## src/rtl/ula_pkg.sv

```systemverilog
// Shared constants for the BCD ULA sequencer: opcodes, FSM states, digit limit.
package ula_pkg;

  localparam logic [1:0] OP_SUM  = 2'd0;
  localparam logic [1:0] OP_SUB  = 2'd1;
  localparam logic [1:0] OP_MULT = 2'd2;
  localparam logic [1:0] OP_DIV  = 2'd3;

  localparam logic [3:0] BCD_MAX = 4'd9;

  typedef enum logic [1:0] {
    ST_IDLE  = 2'd0,
    ST_ISSUE = 2'd1,
    ST_WAIT  = 2'd2,
    ST_RESP  = 2'd3
  } state_e;

  // True when the operation cannot be handed to the ULA.
  function automatic logic op_illegal(input logic [3:0] a, input logic [3:0] b,
                                      input logic [1:0] op);
    return (a > BCD_MAX) || (b > BCD_MAX) || ((op == OP_DIV) && (b == 4'd0));
  endfunction

endpackage

```

## src/rtl/rr_arbiter2.sv

```systemverilog
// Two-requester round-robin arbiter; the pointer moves past the winner on advance.
module rr_arbiter2 (
  input  logic       clk,
  input  logic       rst_n,
  input  logic [1:0] req,
  input  logic       advance,
  output logic [1:0] grant
);

  logic ptr;

  always_comb begin
    if (req == 2'b11) grant = ptr ? 2'b10 : 2'b01;
    else              grant = req;
  end

  always_ff @(posedge clk or negedge rst_n) begin
    if (!rst_n)       ptr <= 1'b0;
    else if (advance) ptr <= grant[0];
  end

endmodule

```

## src/rtl/ula_sequencer.sv

```systemverilog
// Arbitrates two requesters onto the shared BCD ULA and returns its results.
// Optional operand checking is enabled by defining ULA_SEQ_OPCHECK_EN.
module ula_sequencer
  import ula_pkg::*;
#(
  parameter int unsigned SETTLE_CYCLES = 1
) (
  input  logic       clk,
  input  logic       rst_n,
  input  logic [1:0] req_valid,
  output logic [1:0] req_ready,
  input  logic [3:0] req_a0,
  input  logic [3:0] req_b0,
  input  logic [1:0] req_op0,
  input  logic [3:0] req_a1,
  input  logic [3:0] req_b1,
  input  logic [1:0] req_op1,
  output logic [1:0] rsp_valid,
  input  logic [1:0] rsp_ready,
  output logic [3:0] rsp_r1,
  output logic [3:0] rsp_r2,
  output logic       rsp_err,
  output logic [3:0] ula_a,
  output logic [3:0] ula_b,
  output logic [1:0] ula_op,
  input  logic [3:0] ula_r1,
  input  logic [3:0] ula_r2
);

  localparam logic [3:0] SETTLE_LOAD = 4'(SETTLE_CYCLES - 1);

  state_e     state;
  logic [1:0] grant;
  logic [1:0] gnt_q;
  logic [3:0] cnt;
  logic       accept;
  logic       bad;
  logic [3:0] pa, pb;
  logic [1:0] pop;

  rr_arbiter2 u_arb (
    .clk     (clk),
    .rst_n   (rst_n),
    .req     (req_valid),
    .advance (accept),
    .grant   (grant)
  );

  assign req_ready = (state == ST_IDLE) ? grant : '0;
  assign accept    = |(req_valid & req_ready);

  always_comb begin
    pa  = grant[1] ? req_a1  : req_a0;
    pb  = grant[1] ? req_b1  : req_b0;
    pop = grant[1] ? req_op1 : req_op0;
  end

`ifdef ULA_SEQ_OPCHECK_EN
  logic err_q;
  assign bad     = op_illegal(pa, pb, pop);
  assign rsp_err = err_q;
`else
  assign bad     = 1'b0;
  assign rsp_err = 1'b0;
`endif

  always_ff @(posedge clk or negedge rst_n) begin
    if (!rst_n) begin
      state     <= ST_IDLE;
      gnt_q     <= '0;
      cnt       <= '0;
      rsp_valid <= '0;
      rsp_r1    <= '0;
      rsp_r2    <= '0;
      ula_a     <= '0;
      ula_b     <= '0;
      ula_op    <= '0;
`ifdef ULA_SEQ_OPCHECK_EN
      err_q     <= 1'b0;
`endif
    end else begin
      case (state)
        ST_IDLE: begin
          if (accept) begin
            gnt_q <= grant;
            if (bad) begin
              // Rejected requests bypass the ULA and answer on the next cycle.
              rsp_r1    <= '0;
              rsp_r2    <= '0;
              rsp_valid <= grant;
`ifdef ULA_SEQ_OPCHECK_EN
              err_q     <= 1'b1;
`endif
              state     <= ST_RESP;
            end else begin
              ula_a  <= pa;
              ula_b  <= pb;
              ula_op <= pop;
              state  <= ST_ISSUE;
            end
          end
        end
        ST_ISSUE: begin
          cnt   <= SETTLE_LOAD;
          state <= ST_WAIT;
        end
        ST_WAIT: begin
          if (cnt == 4'd0) begin
            rsp_r1    <= ula_r1;
            rsp_r2    <= ula_r2;
            rsp_valid <= gnt_q;
`ifdef ULA_SEQ_OPCHECK_EN
            err_q     <= 1'b0;
`endif
            state     <= ST_RESP;
          end else begin
            cnt <= cnt - 4'd1;
          end
        end
        ST_RESP: begin
          if (|(rsp_valid & rsp_ready)) begin
            rsp_valid <= '0;
            state     <= ST_IDLE;
          end
        end
        default: state <= ST_IDLE;
      endcase
    end
  end

endmodule

```

## config.mk

```make
export PLATFORM = sky130hd
export DESIGN_NAME = ula_sequencer
export DESIGN_NICKNAME = d
export VERILOG_FILES = /design/src/rtl/ula_pkg.sv /design/src/rtl/rr_arbiter2.sv /design/src/rtl/ula_sequencer.sv
export SDC_FILE = /design/constraint.sdc
export NUM_CORES = 1
export LEC_CHECK = 0
export ABC_CLOCK_PERIOD_IN_PS = 3700
export BUFFER_PORTS_ARGS = -buffer_cell sky130_fd_sc_hd__buf_2
export CAP_MARGIN = 10
export CORE_MARGIN = 2
export CORE_UTILIZATION = 40
export CTS_CLUSTER_SIZE = 40
export DETAILED_ROUTE_END_ITERATION = 6
export PLACE_DENSITY = 0.68
export SYNTH_ARGS = -nofsm -noshare
export SYNTH_HDL_FRONTEND = slang
export SYNTH_SLANG_ARGS = --single-unit
```

## constraint.sdc

```tcl
create_clock -name clk -period 3.7 [get_ports clk]
set_input_delay 0.74 -clock clk [delete_from_list [all_inputs] [get_ports clk]]
set_output_delay 0.74 -clock clk [all_outputs]
set_load 0.005 [all_outputs]
```

==> metrics <==
status complete, no violations; Routability Congestion 0.807; path type of the worst min-delay path in2async; core area 3420 µm²; Req. time, crit path 2.96 ns; final hold slack 0.438 ns; MaxCap Viol Count 0; FF/Latch Area 726 µm²; asr flop ratio synth 1.00; Layout Cells excl Fill 244; final setup TNS 0 ns; CTS Root Cell clkbuf_4; Area Overhead vs Synth 23.7%; PD cells 716 nW/µm²; synthesis-stage register bit count 29; RSZ-0062 raised after global routing no; vias in the first global route 1,222; normalized max-slew margin 0.375; CTS tree done; via/cell ratio 5.25; multi-input logic area 658 µm²; Rows 21; post_cts resized 0; Final ANT Viol Nets 0; first-pass iteration count of the detailed router 4; final WL 3050 µm; Worst-Margin Slew 0.936 ns; post-synth cell types 28; largest net degree at the start of global routing 30; area share of the largest cell type after synthesis 0.497; H-Tree Depth 2; Initial Util 0.427; Placed Cells 236; most frequent cells after synthesis dfrtp_1, nor2_1, o21ai_0, a31oi_1, inv_1; crit-path max FO 21; die height 64.4 µm; Final Setup Violations 0; most used flip-flop cell after synthesis dfrtp_1; grt ovf 0; Final WS setup 0.962 ns; Routed WL per cell 12.5 µm; hold violation total from the final report 0; hpwl dp 2360 µm; Fillers 335; Clock Pin Slew Worst Setup and Hold Paths 0.08 ns; clock skew 0.00637 ns; drt initial violations 93; top-count cell post-synth dfrtp_1; worst slack at placement 0.947 ns; Synthesized Nets 183; wire length of the first global-routing pass 5390 µm; clock latency on the worst-skew pair 0.31 ns; number of flops mapped to enable cells by yosys 0; synth top area cells dfrtp_1, mux2_2, ha_1; Post-Syn Instances 143; Die Area 4150 µm²; Worst setup SP type input port; Fmax 0.365 GHz; total track usage 0.165; WP data arrival 2.00 ns; nets 237; LEAKAGE 0.863 nW; critical path type in2out; antenna violations before repair 0; synthesized area 1460 µm²; CP Capture Type output pin; port bufs 55; Peak VDD IR 0.000276 V; post-layout minimum cycle time 2.74 ns; post-route core utilization 0.529; TritonCTS Buffers 5; Synth warnings 0; register area share after synthesis 0.497; Syn Area/Cell 10.2 µm²; layout cells sized above 1 0.369; IO Pins 57; # hold bufs at CTS 0; Final Slew Violations 0; clk buf depth 2; cell accounting for the most synthesized area dfrtp_1; DIE WIDTH 64.4 µm; clk sinks 29; worst r2r path cells 5; buffers inserted during post-CTS setup optimization 0; total number of vias 1,281; Tcrit/Tclk final 0.740; # DRC 0; Antenna diodes 0
placed cells by master (no fill, tap or decap):
cell type  count
nor2b_1        1
mux2_2         8
nor2_1        14
dfrtp_1       29
clkbuf_1       3
mux2_4         1
a31oi_1       11
a21oi_1        5
or3b_4         1
a22oi_1        4
conb_1         1
and4bb_2       1
mux2i_1        1
nor3b_1        2
clkbuf_4       5
nor3_1         1
inv_1         11
nor4b_1        1
ha_1           6
o22ai_1        4
o21a_1         1
buf_2         55
o21bai_1       2
o21ai_0       14
nand3b_1      10
nand2_1        4
a221o_2        1
and3b_2        1
layer usage:
metal,vias up,GRT usage,share of wire
li1,612,-,-
met1,608,0.210,0.45
met2,57,0.266,0.46
met3,4,0.0556,0.084
met4,0,0.0532,0.0089
met5,-,0,0
cell families after synthesis:
family,count (synthesis),share of synthesized area
simple gates,36,0.145
compound gates,42,0.173
buf+inv,19,0.0523
flops,29,0.497
mux,10,0.0788
fa+ha+maj,6,0.0514
other cells,1,0.00257
power by group:
| part | leakage [nW] | switching, mW | internal (mW) |
|---|---|---|---|
| clock | 0.0265 | 0.0978 | 0.0756 |
| combinational | 0.493 | 0.282 | 0.296 |
| sequential | 0.343 | 0.0842 | 0.458 |
| total | 0.863 | 0.464 | 0.829 |
area by class of cell:
class | instances | share of cell area
clock buffer | 8 | 0.0270
inverter | 11 | 0.0229
multi-input combinational | 95 | 0.364
sequential | 29 | 0.402
tap | 46 | 0.0319
timing repair buffer | 55 | 0.152
worst max-delay path, cell delays in order:
cell and delay [ns]:
buf_2 0.12, nor2b_1 0.75, nor3b_1 0.20, buf_2 0.19
sequential cells by signal, summed over array words and instances (netlist names):
signal     count
state          2
gnt_q          2
rsp_valid      2
u_arb.ptr      1
ula_b          4
ula_op         2
ula_a          4
rsp_r2         4
cnt            4
rsp_r1         4
per-stage QoR:
| stage | area (µm²) | power, mW |
|---|---|---|
| floorplan | 1460 | 0.925 |
| global placement | 1760 | 1.10 |
| detailed placement | 1760 | 1.14 |
| CTS | 1810 | 1.31 |
| global route | 1810 | 1.42 |
| finish | 1810 | 1.29 |
final timing paths:
| path | startpoint | endpoint | slack, ns |
|---|---|---|---|
| min reg2reg | rsp_r1[1]$_DFFE_PN0P_ | rsp_r1[1]$_DFFE_PN0P_ | 0.51 |
| min in group clk | rsp_r1[1]$_DFFE_PN0P_ | rsp_r1[1]$_DFFE_PN0P_ | 0.51 |
| max reg2reg | cnt[0]$_DFFE_PN0P_ | state[1]$_DFFE_PN0P_ | 1.75 |
| max in group asynchronous | rst_n | rsp_r2[0]$_DFFE_PN0P_ | 2.84 |
| min | rst_n | state[0]$_DFFE_PN0P_ | 0.44 |
| max | req_valid[0] | req_ready[1] | 0.96 |
No activity file was read; power rests on OpenSTA's default activity.
